**src/rtl/monopix2_ro_fsm.sv**
```systemverilog
// monopix2_ro_fsm: LF-Monopix2 token/freeze/read readout sequencer; define MONOPIX2_RO_FRAME_TAG_EN for per-frame header words
module monopix2_ro_fsm #(
  parameter int DATA_BITS    = 29,
  parameter int FREEZE_SETUP = 3,
  parameter int READ_LEN     = 2,
  parameter int FREEZE_HOLD  = 3
) (
  input  logic        CLK,
  input  logic        nRST,
  input  logic        CONF_EN,
  input  logic        TOKEN,
  input  logic        DATA_IN,
  input  logic        FIFO_FULL,
  output logic        FREEZE,
  output logic        READ,
  output logic [31:0] WORD_OUT,
  output logic        WORD_VALID,
  output logic [7:0]  LOST_CNT,
  output logic        BUSY
);
  localparam logic [2:0] S_IDLE  = 3'd0;
  localparam logic [2:0] S_SETUP = 3'd1;
  localparam logic [2:0] S_READ  = 3'd2;
  localparam logic [2:0] S_SHIFT = 3'd3;
  localparam logic [2:0] S_PUSH  = 3'd4;
  localparam logic [2:0] S_HOLD  = 3'd5;
`ifdef MONOPIX2_RO_FRAME_TAG_EN
  localparam logic [2:0] S_TAG   = 3'd6;
  localparam logic [2:0] S_POST_SETUP = S_TAG;
`else
  localparam logic [2:0] S_POST_SETUP = S_READ;
`endif

  logic [1:0]           rst_sync_q;
  logic                 rst_ni;
  logic                 tok_meta_q, tok_s_q;
  logic [2:0]           state_q, state_d;
  logic [7:0]           cnt_q, cnt_d;
  logic [DATA_BITS-1:0] sr_q, sr_d;
  logic [15:0]          frame_q, frame_d;
  logic [31:0]          word_q, word_d, word_c;
  logic                 valid_q, valid_d;
  logic [7:0]           lost_q, lost_d;
  logic                 freeze_q, freeze_d;
  logic                 read_q, read_d;
  logic                 emit;

  // reset asserts asynchronously and releases two CLK edges after nRST rises
  always_ff @(posedge CLK or negedge nRST)
    if (!nRST) rst_sync_q <= 2'b00;
    else       rst_sync_q <= {rst_sync_q[0], 1'b1};

  assign rst_ni = rst_sync_q[1];

  // two-flop synchroniser for the asynchronous chip TokOut
  always_ff @(posedge CLK or negedge rst_ni)
    if (!rst_ni) begin
      tok_meta_q <= 1'b0;
      tok_s_q    <= 1'b0;
    end else begin
      tok_meta_q <= TOKEN;
      tok_s_q    <= tok_meta_q;
    end

  // sequencing: next state, dwell counter, shift register and word/drop bookkeeping
  always_comb begin
    state_d = state_q;
    cnt_d   = cnt_q + 8'd1;
    sr_d    = sr_q;
    frame_d = frame_q;
    emit    = 1'b0;
    word_c  = 32'(sr_q);
    case (state_q)
      S_IDLE: if (CONF_EN && tok_s_q) begin
        state_d = S_SETUP;
        frame_d = frame_q + 16'd1;
      end
      S_SETUP: if (cnt_q == 8'(FREEZE_SETUP - 1)) state_d = S_POST_SETUP;
`ifdef MONOPIX2_RO_FRAME_TAG_EN
      S_TAG: begin
        emit    = 1'b1;
        word_c  = {1'b1, 15'b0, frame_q};
        state_d = S_READ;
      end
`endif
      S_READ: if (cnt_q == 8'(READ_LEN - 1)) state_d = S_SHIFT;
      S_SHIFT: begin
        sr_d = {sr_q[DATA_BITS-2:0], DATA_IN};
        if (cnt_q == 8'(DATA_BITS - 1)) state_d = S_PUSH;
      end
      S_PUSH: begin
        emit    = 1'b1;
        state_d = (tok_s_q && CONF_EN) ? S_READ : S_HOLD;
      end
      S_HOLD: if (cnt_q == 8'(FREEZE_HOLD - 1)) state_d = S_IDLE;
      default: state_d = S_IDLE;
    endcase
    if (state_d != state_q) cnt_d = 8'd0;
    valid_d  = emit && !FIFO_FULL;
    word_d   = valid_d ? word_c : word_q;
    lost_d   = (emit && FIFO_FULL && lost_q != 8'hFF) ? lost_q + 8'd1 : lost_q;
    freeze_d = state_d != S_IDLE;
    read_d   = state_d == S_READ;
  end

  // state and registered outputs
  always_ff @(posedge CLK or negedge rst_ni)
    if (!rst_ni) begin
      state_q  <= S_IDLE;
      cnt_q    <= 8'd0;
      sr_q     <= '0;
      frame_q  <= 16'd0;
      word_q   <= 32'd0;
      valid_q  <= 1'b0;
      lost_q   <= 8'd0;
      freeze_q <= 1'b0;
      read_q   <= 1'b0;
    end else begin
      state_q  <= state_d;
      cnt_q    <= cnt_d;
      sr_q     <= sr_d;
      frame_q  <= frame_d;
      word_q   <= word_d;
      valid_q  <= valid_d;
      lost_q   <= lost_d;
      freeze_q <= freeze_d;
      read_q   <= read_d;
    end

  assign FREEZE     = freeze_q;
  assign READ       = read_q;
  assign WORD_OUT   = word_q;
  assign WORD_VALID = valid_q;
  assign LOST_CNT   = lost_q;
  assign BUSY       = state_q != S_IDLE;
endmodule

```
**config.mk**
```make
export PLATFORM = sky130hd
export DESIGN_NAME = monopix2_ro_fsm
export DESIGN_NICKNAME = d
export VERILOG_FILES = /design/src/rtl/monopix2_ro_fsm.sv
export SDC_FILE = /design/constraint.sdc
export NUM_CORES = 1
export LEC_CHECK = 0
export ABC_CLOCK_PERIOD_IN_PS = 3100
export CAP_MARGIN = 20
export CORE_MARGIN = 3
export CORE_UTILIZATION = 30
export DETAILED_ROUTE_END_ITERATION = 7
export REMOVE_ABC_BUFFERS = 1
export SLEW_MARGIN = 20
export SYNTH_ARGS = -nofsm -noshare
export SYNTH_HDL_FRONTEND = slang
export SYNTH_SLANG_ARGS = --single-unit
```
**constraint.sdc**
```tcl
create_clock -name CLK -period 3.1 [get_ports CLK]
set_clock_uncertainty 0.1 [all_clocks]
set_input_delay 0.62 -clock CLK [delete_from_list [all_inputs] [get_ports CLK]]
set_output_delay 0.62 -clock CLK [all_outputs]
set_load 0.05 [all_outputs]
```
* Yosys cells after proc, flatten, opt, wreduce, memory -nomap -nowiden *
Cells that the tools add are included.

operators by class
  add/subtract/negate cells = 2
  $mul = 0
  divide/modulo/power cells = 0
  order comparisons = 0
  equal/unequal tests = 11
  shift operators = 0
  multiplexer cells = 9
  bitwise gates (word level) = 0
  reduce and logical (&&, ||, !) cells = 8

operator list
  cell                                                              count
  3-bit two-way mux                                                 6
  3-bit case mux with 6 select lines                                1
  8-bit by 1-bit adder with 8-bit output (second input constant)    2
  3-bit by 2-bit == test with 1-bit output (second input constant)  3
  8-bit by 1-bit == test with 1-bit output (second input constant)  1
  8-bit by 2-bit == test with 1-bit output (second input constant)  1
  8-bit by 5-bit == test with 1-bit output (second input constant)  1
  8-bit two-way mux                                                 1
  8-bit inequality test (second input constant)                     1
  3-bit == test (second input constant)                             2
  3-bit nonzero test                                                2
  1-bit logical AND                                                 4
  3-bit by 1-bit == test with 1-bit output (second input constant)  1
  3-bit logical NOT                                                 1
  3-bit inequality test                                             1
  1-bit logical NOT                                                 1
  1-bit two-way mux                                                 1

storage, ports and cells
  register bits after elaboration = 84
  latch bits = 0
  bits in writable memories = 0
  ROM bits = 0
  input bits = 6
  output and inout bits = 44
  memories kept = 0

* Logic depth before layout (Yosys ltp) *
Gate-level depths: netlist (run 1).

  depth in word-level cells = 5
  gate-level depth with buffers = 6

* Worst setup path before layout (run 1) *
No wires, ideal clock.

  path kind = register -> register
  from = register lost_q[0] (netlist: LOST_CNT[0])
  to = register lost_q[1] (netlist: LOST_CNT[1])
  arrival time = 1.708 ns
  required time = 2.875 ns
  path slack = 1.167 ns
  cell stages (with the launch flop) = 5
  cell sequence = dfrtp_1 ha_1 nand3_1 o21ai_0 mux2_2

on the way
  word-level cells in the longest chain between the ends = 2

ends and longest elaborated chain
  item                                                                            line  text
  from (decl)                                                                     43    logic [7:0] lost_q, lost_d;
  from (signal assigned)                                                          125   lost_q <= lost_d;
  branches (longest 2 deep; another with 8-bit by 1-bit adder with 8-bit output)  --

Parallel ways; which one is timed is not known.
A chain may end at the register's enable or synchronous reset.

* Final worst setup path (run 1) *
  from = register state_q[2]
  to = output BUSY

on the way
  word-level cells in the longest chain between the ends = 1

ends and longest elaborated chain
  item                    line  text
  from (decl)             37    logic [2:0] state_q, state_d;
  from (signal assigned)  119   state_q <= state_d;
  3-bit nonzero test      135   assign BUSY = state_q != S_IDLE;
  to (decl)               19    output logic BUSY

No other way between the ends.

==> results of run 1 <==
[sequential cells by signal (all words and copies together), names as in the netlist, 2 cells and up]
register    flops
WORD_OUT       29
sr_q           29
LOST_CNT        8
cnt_q           8
state_q         3
rst_sync_q      2
[routing by layer]
metal,GRT usage [%],up-vias,part of all wire (%)
li1,-,952,-
met1,14.1,1013,49
met2,14.9,48,45
met3,3.05,11,4.3
met4,4.33,0,1.9
met5,0,-,0
[kinds of logic (layout without fill, tap and decap cells)]
family          count (synthesis)  count (layout)  share of synthesized area [%]
flops                          84              84                           61.0
mux                            59              59                           19.3
simple gates                   51              51                           8.53
buf+inv                        17              68                           2.79
xor+xnor                       14              14                           3.56
compound gates                 13              13                           2.87
fa+ha+maj                       5               5                           1.81
other cells                     2               4                          0.218
[power breakdown]
group | leakage, nW | internal, mW | total [mW] | switching, mW
Combinational | 0.742 | 0.394 | 0.739 | 0.345
Clock | 0.148 | 0.702 | 1.12 | 0.420
Sequential | 1.11 | 1.30 | 1.50 | 0.200
Total | 2.00 | 2.40 | 3.36 | 0.965
[layout make-up]
type	count	share of cell area, %
tap	140	4.01
clock buffer	9	5.15
inverter	4	0.343
multi-input combinational	146	28.8
sequential	84	48.2
clock inverter	6	2.03
timing repair buffer	49	11.5
[critical path: stages, from the launching register on]
cell and delay (ns):
dfrtp_1 0.52, nor3_1 0.28, inv_1 0.07, clkdlybuf4s50_1 0.70
[cells in the mapped netlist (all sizes together), types with 2 or more instances]
cell and n:
nand4 4, xnor2 6, conb 2, xor2 8
nand2b 2, inv 4, nand3 8, a31oi 2
nor2 8, a21oi 3, ha 5, o211ai 2
mux2 59, o21ai 2, and3 4, nor2b 2
nor3 11, buf 12, nand2 7, dfrtp 84
[how the worst max path moves through the flow]
stage | slack [ns] | endpoint | start | cells after the start
after floorplan | 0.49 | FREEZE$_DFF_PN0_ | rst_sync_q[1]$_DFF_PN0_ | 0
after global placement | 0.78 | state_q[0]$_DFF_PN0_ | CONF_EN | 5
after detailed placement | 0.75 | state_q[0]$_DFF_PN0_ | CONF_EN | 5
after CTS | 0.48 | BUSY | state_q[2]$_DFF_PN0_ | 3
after global routing | 0.40 | BUSY | state_q[2]$_DFF_PN0_ | 3
final | 0.49 | BUSY | state_q[2]$_DFF_PN0_ | 3
[through the flow]
step | setup slack [ns] | area (um^2)
2_1_floorplan | 0.487 | 3370
3_3_place_gp | 0.778 | 4030
3_5_place_dp | 0.750 | 4030
4_1_cts | 0.482 | 4350
5_1_grt | 0.398 | 4370
6_report | 0.492 | 4370
==> impl_metrics.env, run 1 <==
export IMPL_clockBufferDepth=2
export IMPL_r2r_start="state_q[0]$_DFF_PN0_"
export IMPL_diodes=0
export IMPL_end_kind="output port"
export IMPL_grt_antenna_before_repair=0
export IMPL_clockRootBuffer="clkbuf_16"
export IMPL_power_density_nw_per_um2=769
export IMPL_fin_util_pct=39.6
export IMPL_fp_dieH_um=113
export IMPL_async_flop_share_pct=100
export IMPL_postCtsSetupBuffers=0
export IMPL_crit_required_ns=2.38
export IMPL_rows=38
export IMPL_layout_common_cells="dfrtp_1, mux2_2, clkdlybuf4s50_1"
export IMPL_reg2reg_depth=5
export IMPL_cts_tree="done"
export IMPL_ys_flop_type="dfrtp_1"
export IMPL_syn_cell_area_um2=3450
export IMPL_setup_viol=0
export IMPL_grt_max_degree=83
export IMPL_drt_total_wl_um=5950
export IMPL_worst_pin_slew_ns=0.513
export IMPL_dpl_hpwl_um=3780
export IMPL_drive_gt1_share_pct=28.5
export IMPL_cts_made_buffers=9
export IMPL_slew_headroom_pct=65.7
export IMPL_leakagePower_nw=2.00
export IMPL_multi_input_area_um2=1260
export IMPL_irDropWorstVdd_uv=319
export IMPL_status="completed"
export IMPL_hp_class="reg -> async"
export IMPL_fillCellCount=1070
export IMPL_dp_cells=422
export IMPL_ant_nets=0
export IMPL_clkTransAtPathRegs_ns=0.06
export IMPL_drv_cap=0
export IMPL_post_route_period_util_pct=84.1
export IMPL_cts_htree_levels=3
export IMPL_vias=2024
export IMPL_cts_resized_gates=0
export IMPL_ys_top_cells_by_area="dfrtp_1, mux2_2, xor2_1"
export IMPL_rr_endpoint="WORD_OUT[17]$_DFFE_PN0P_"
export IMPL_timing_setup_tns_ns=0
export IMPL_r2r_setup_slack_ns=1.07
export IMPL_gp_congestion=0.821
export IMPL_synth_edf_count=0
export IMPL_synth_top_area_share_pct=61.0
export IMPL_die_w_um=113
export IMPL_synth_seq_area_share_pct=61.0
export IMPL_grt_use_total_pct=10.2
export IMPL_areaGrowthSynthToFinish_pct=26.8
export IMPL_synth_top_area_cell="dfrtp_1"
export IMPL_clock_latency_ns=0.33
export IMPL_synth_cell_types=34
export IMPL_synth_seq_cells=84
export IMPL_dieArea_um2=12800
export IMPL_rsz0062_at_grt="no"
export IMPL_drc=0
export IMPL_grt_overflow=0
export IMPL_cp_arrival_ns=1.89
export IMPL_cts_hold_buf=0
export IMPL_layoutNonFillerInstCount=438
export IMPL_worstSetupPathType="reg -> out"
export IMPL_synth_cells=245
export IMPL_io_buffers=46
export IMPL_hold_violations=0
export IMPL_initial_core_util_pct=31.3
export IMPL_holdWs_ns=0.150
export IMPL_firstDrtPassIters=4
export IMPL_slew_violations=0
export IMPL_io_pins=50
export IMPL_core_area_um2=11000
export IMPL_initialDrtViolationCount=104
export IMPL_seq_area_um2=2110
export IMPL_final_nets=305
export IMPL_worstPathMaxFanout=11
export IMPL_final_common_cell="dfrtp_1"
export IMPL_viasPerCell=4.62
export IMPL_yosys_warnings=0
export IMPL_start_kind="register"
export IMPL_grt_pass1_vias=2120
export IMPL_syn_area_per_cell_um2=14.1
export IMPL_cts_sink_count=84
export IMPL_finalCriticalPeriod_ns=2.61
export IMPL_grt_first_pass_wirelength_um=10500
export IMPL_total_power_mw=3.36
export IMPL_wl_per_cell_um=13.6
export IMPL_fmax_mhz=383
Power figures use the tool's default switching activity.
==> inputs of run 2 (changes only) <==
--- a/config.mk
+++ b/config.mk
@@ -5,7 +5,7 @@
 export SDC_FILE = /design/constraint.sdc
 export NUM_CORES = 1
 export LEC_CHECK = 0
-export ABC_CLOCK_PERIOD_IN_PS = 3100
+export ABC_CLOCK_PERIOD_IN_PS = 2500
 export CAP_MARGIN = 20
 export CORE_MARGIN = 3
 export CORE_UTILIZATION = 30
==> constraint.sdc (replaced) <==
create_clock -name CLK -period 2.5 [get_ports CLK]
set_clock_uncertainty 0.1 [all_clocks]
set_input_delay 0.5 -clock CLK [delete_from_list [all_inputs] [get_ports CLK]]
set_output_delay 0.5 -clock CLK [all_outputs]
set_load 0.05 [all_outputs]
==> run 2 against run 1 <==
Non-clock buffer count increased by 4. Clock-buffer cell count increased by 1. Routed wire length increased by 3.0%. Critical endpoint is now LOST_CNT[3].
==> impl_metrics.env, run 2 (same netlist as run 1, synthesis figures left out) <==
export IMPL_layoutNonFillerInstCount=443
export IMPL_busiest_layer="met2"
export IMPL_critPathLaunch="LOST_CNT[3]$_DFFE_PN0P_"
export IMPL_post_route_period_util_pct=88.8
export IMPL_irDropWorstVdd_uv=628
export IMPL_finalCriticalPeriod_ns=2.22
export IMPL_slew_headroom_pct=66.5
export IMPL_cp_cell_sequence="clkdlybuf4s50_1"
export IMPL_dpl_hpwl_um=4090
export IMPL_grt_use_met2_pct=16.9
export IMPL_cts_made_buffers=9
export IMPL_grt_pass1_vias=2241
export IMPL_fillCellCount=1069
export IMPL_leakagePower_nw=2.00
export IMPL_cp_arrival_ns=1.62
export IMPL_final_nets=309
export IMPL_worst_slack_ns=0.280
export IMPL_die_w_um=113
export IMPL_start_kind="register"
export IMPL_worst_path_max_delay_cell="clkdlybuf4s50_1"
export IMPL_clockBufferDepth=2
export IMPL_viasPerCell=4.60
export IMPL_grt_first_pass_wirelength_um=10900
export IMPL_end_kind="output port"
export IMPL_place_area_um2=4080
export IMPL_setup_viol=0
export IMPL_initial_core_util_pct=31.3
export IMPL_grt_max_degree=37
export IMPL_cts_htree_levels=3
export IMPL_fp_dieH_um=113
export IMPL_grt_overflow=0
export IMPL_cts_sink_count=84
export IMPL_dp_cells=427
export IMPL_critPathMaxStageDelay_ns=0.84
export IMPL_cts_hold_buf=0
export IMPL_diodes=0
export IMPL_drv_cap=0
export IMPL_vias=2038
export IMPL_fin_util_pct=39.6
export IMPL_r2r_start="cnt_q[0]$_DFF_PN0_"
export IMPL_place_ws_ns=0.381
export IMPL_grt_use_total_pct=10.7
export IMPL_clockRootBuffer="clkbuf_16"
export IMPL_wl_per_cell_um=13.8
export IMPL_drt_total_wl_um=6130
export IMPL_clkTransAtPathRegs_ns=0.06
export IMPL_ant_nets=0
export IMPL_crit_family="buffers and inverters"
export IMPL_rsz0062_at_grt="no"
export IMPL_worstSetupPathType="reg -> out"
export IMPL_timing_setup_tns_ns=0
export IMPL_gp_congestion=0.849
export IMPL_final_common_cell="dfrtp_1"
export IMPL_power_density_nw_per_um2=924
export IMPL_rows=38
export IMPL_drc=0
export IMPL_total_power_mw=4.04
export IMPL_firstDrtPassIters=4
export IMPL_initialDrtViolationCount=77
export IMPL_worst_pin_slew_ns=0.501
export IMPL_seq_area_um2=2110
export IMPL_slew_violations=0
export IMPL_io_pins=50
export IMPL_multi_input_area_um2=1260
export IMPL_clock_latency_ns=0.33
export IMPL_design_area_um2=4370
export IMPL_holdWs_ns=0.123
export IMPL_io_buffers=46
export IMPL_crit_buf_inv=1
export IMPL_grt_antenna_before_repair=0
export IMPL_areaGrowthSynthToFinish_pct=26.7
export IMPL_cts_tree="done"
export IMPL_worstPathMaxFanout=6
export IMPL_crit_required_ns=1.90
export IMPL_drive_gt1_share_pct=29.7
export IMPL_status="completed"
export IMPL_dieArea_um2=12800
export IMPL_fmax_mhz=450
export IMPL_use_met1_pct=13.8
export IMPL_layout_common_cells="dfrtp_1, mux2_2, clkdlybuf4s50_1"
export IMPL_hp_class="reg -> async"
export IMPL_core_area_um2=11000
export IMPL_hold_violations=0
export IMPL_met3_usage_pct=4.12
==> run 2: cell types whose count changed in the layout (fill, tap and decap cells not counted) <==
cell | previous run | this run
dlymetal6s2s_1 | 0 | 1
buf_4 | 2 | 6
buf_16 | 1 | 0
inv_6 | 1 | 3
clkdlybuf4s50_1 | 46 | 45
clkbuf_8 | 0 | 1
buf_12 | 0 | 1
bufinv_16 | 2 | 0
==> run 2: report_power, final <==
group          switching [mW]  total (mW)  internal (mW)
clock network           0.548        1.26          0.709
logic                   0.438       0.933          0.495
registers               0.235        1.85           1.61
total                    1.22        4.04           2.82
==> run 2: timing repair <==
| action | CTS | global route |
|---|---|---|
| gates resized for setup | 0 | 1 |
| endpoints found under the setup margin | 0 | 1 |
| setup buffers | 0 | 0 |
==> run 2: final cells by class <==
| class | instances | area share (%) |
|---|---|---|
| Clock inverter | 6 | 1.06 |
| Clock buffer | 10 | 5.47 |
| Inverter | 4 | 0.344 |
| Sequential cell | 84 | 48.2 |
| Timing Repair Buffer | 53 | 12.1 |
| Multi-Input combinational cell | 146 | 28.8 |
| Tap cell | 140 | 4.01 |
==> run 2: routing by layer <==
metal | wire, um | vias up
li1 | - | 953
met3 | 322 | 6
met1 | 2830 | 1026
met2 | 2920 | 53
met5 | 0 | -
met4 | 53 | 0
==> run 2: worst paths after layout <==
| check | end | slack (ns) | depth (start not counted) |
|---|---|---|---|
| hold / removal | sr_q[2]$_DFFE_PN0P_ | 0.12 | 0 |
| setup / recovery | LOST_CNT[3] | 0.28 | 1 |
| max in group asynchronous | sr_q[18]$_DFFE_PN0P_ | 1.51 | 1 |
| hold reg to reg | sr_q[2]$_DFFE_PN0P_ | 0.12 | 0 |
| min in group CLK | rst_sync_q[1]$_DFF_PN0_ | 0.26 | 0 |
| setup reg to reg | cnt_q[7]$_DFF_PN0_ | 0.52 | 6 |
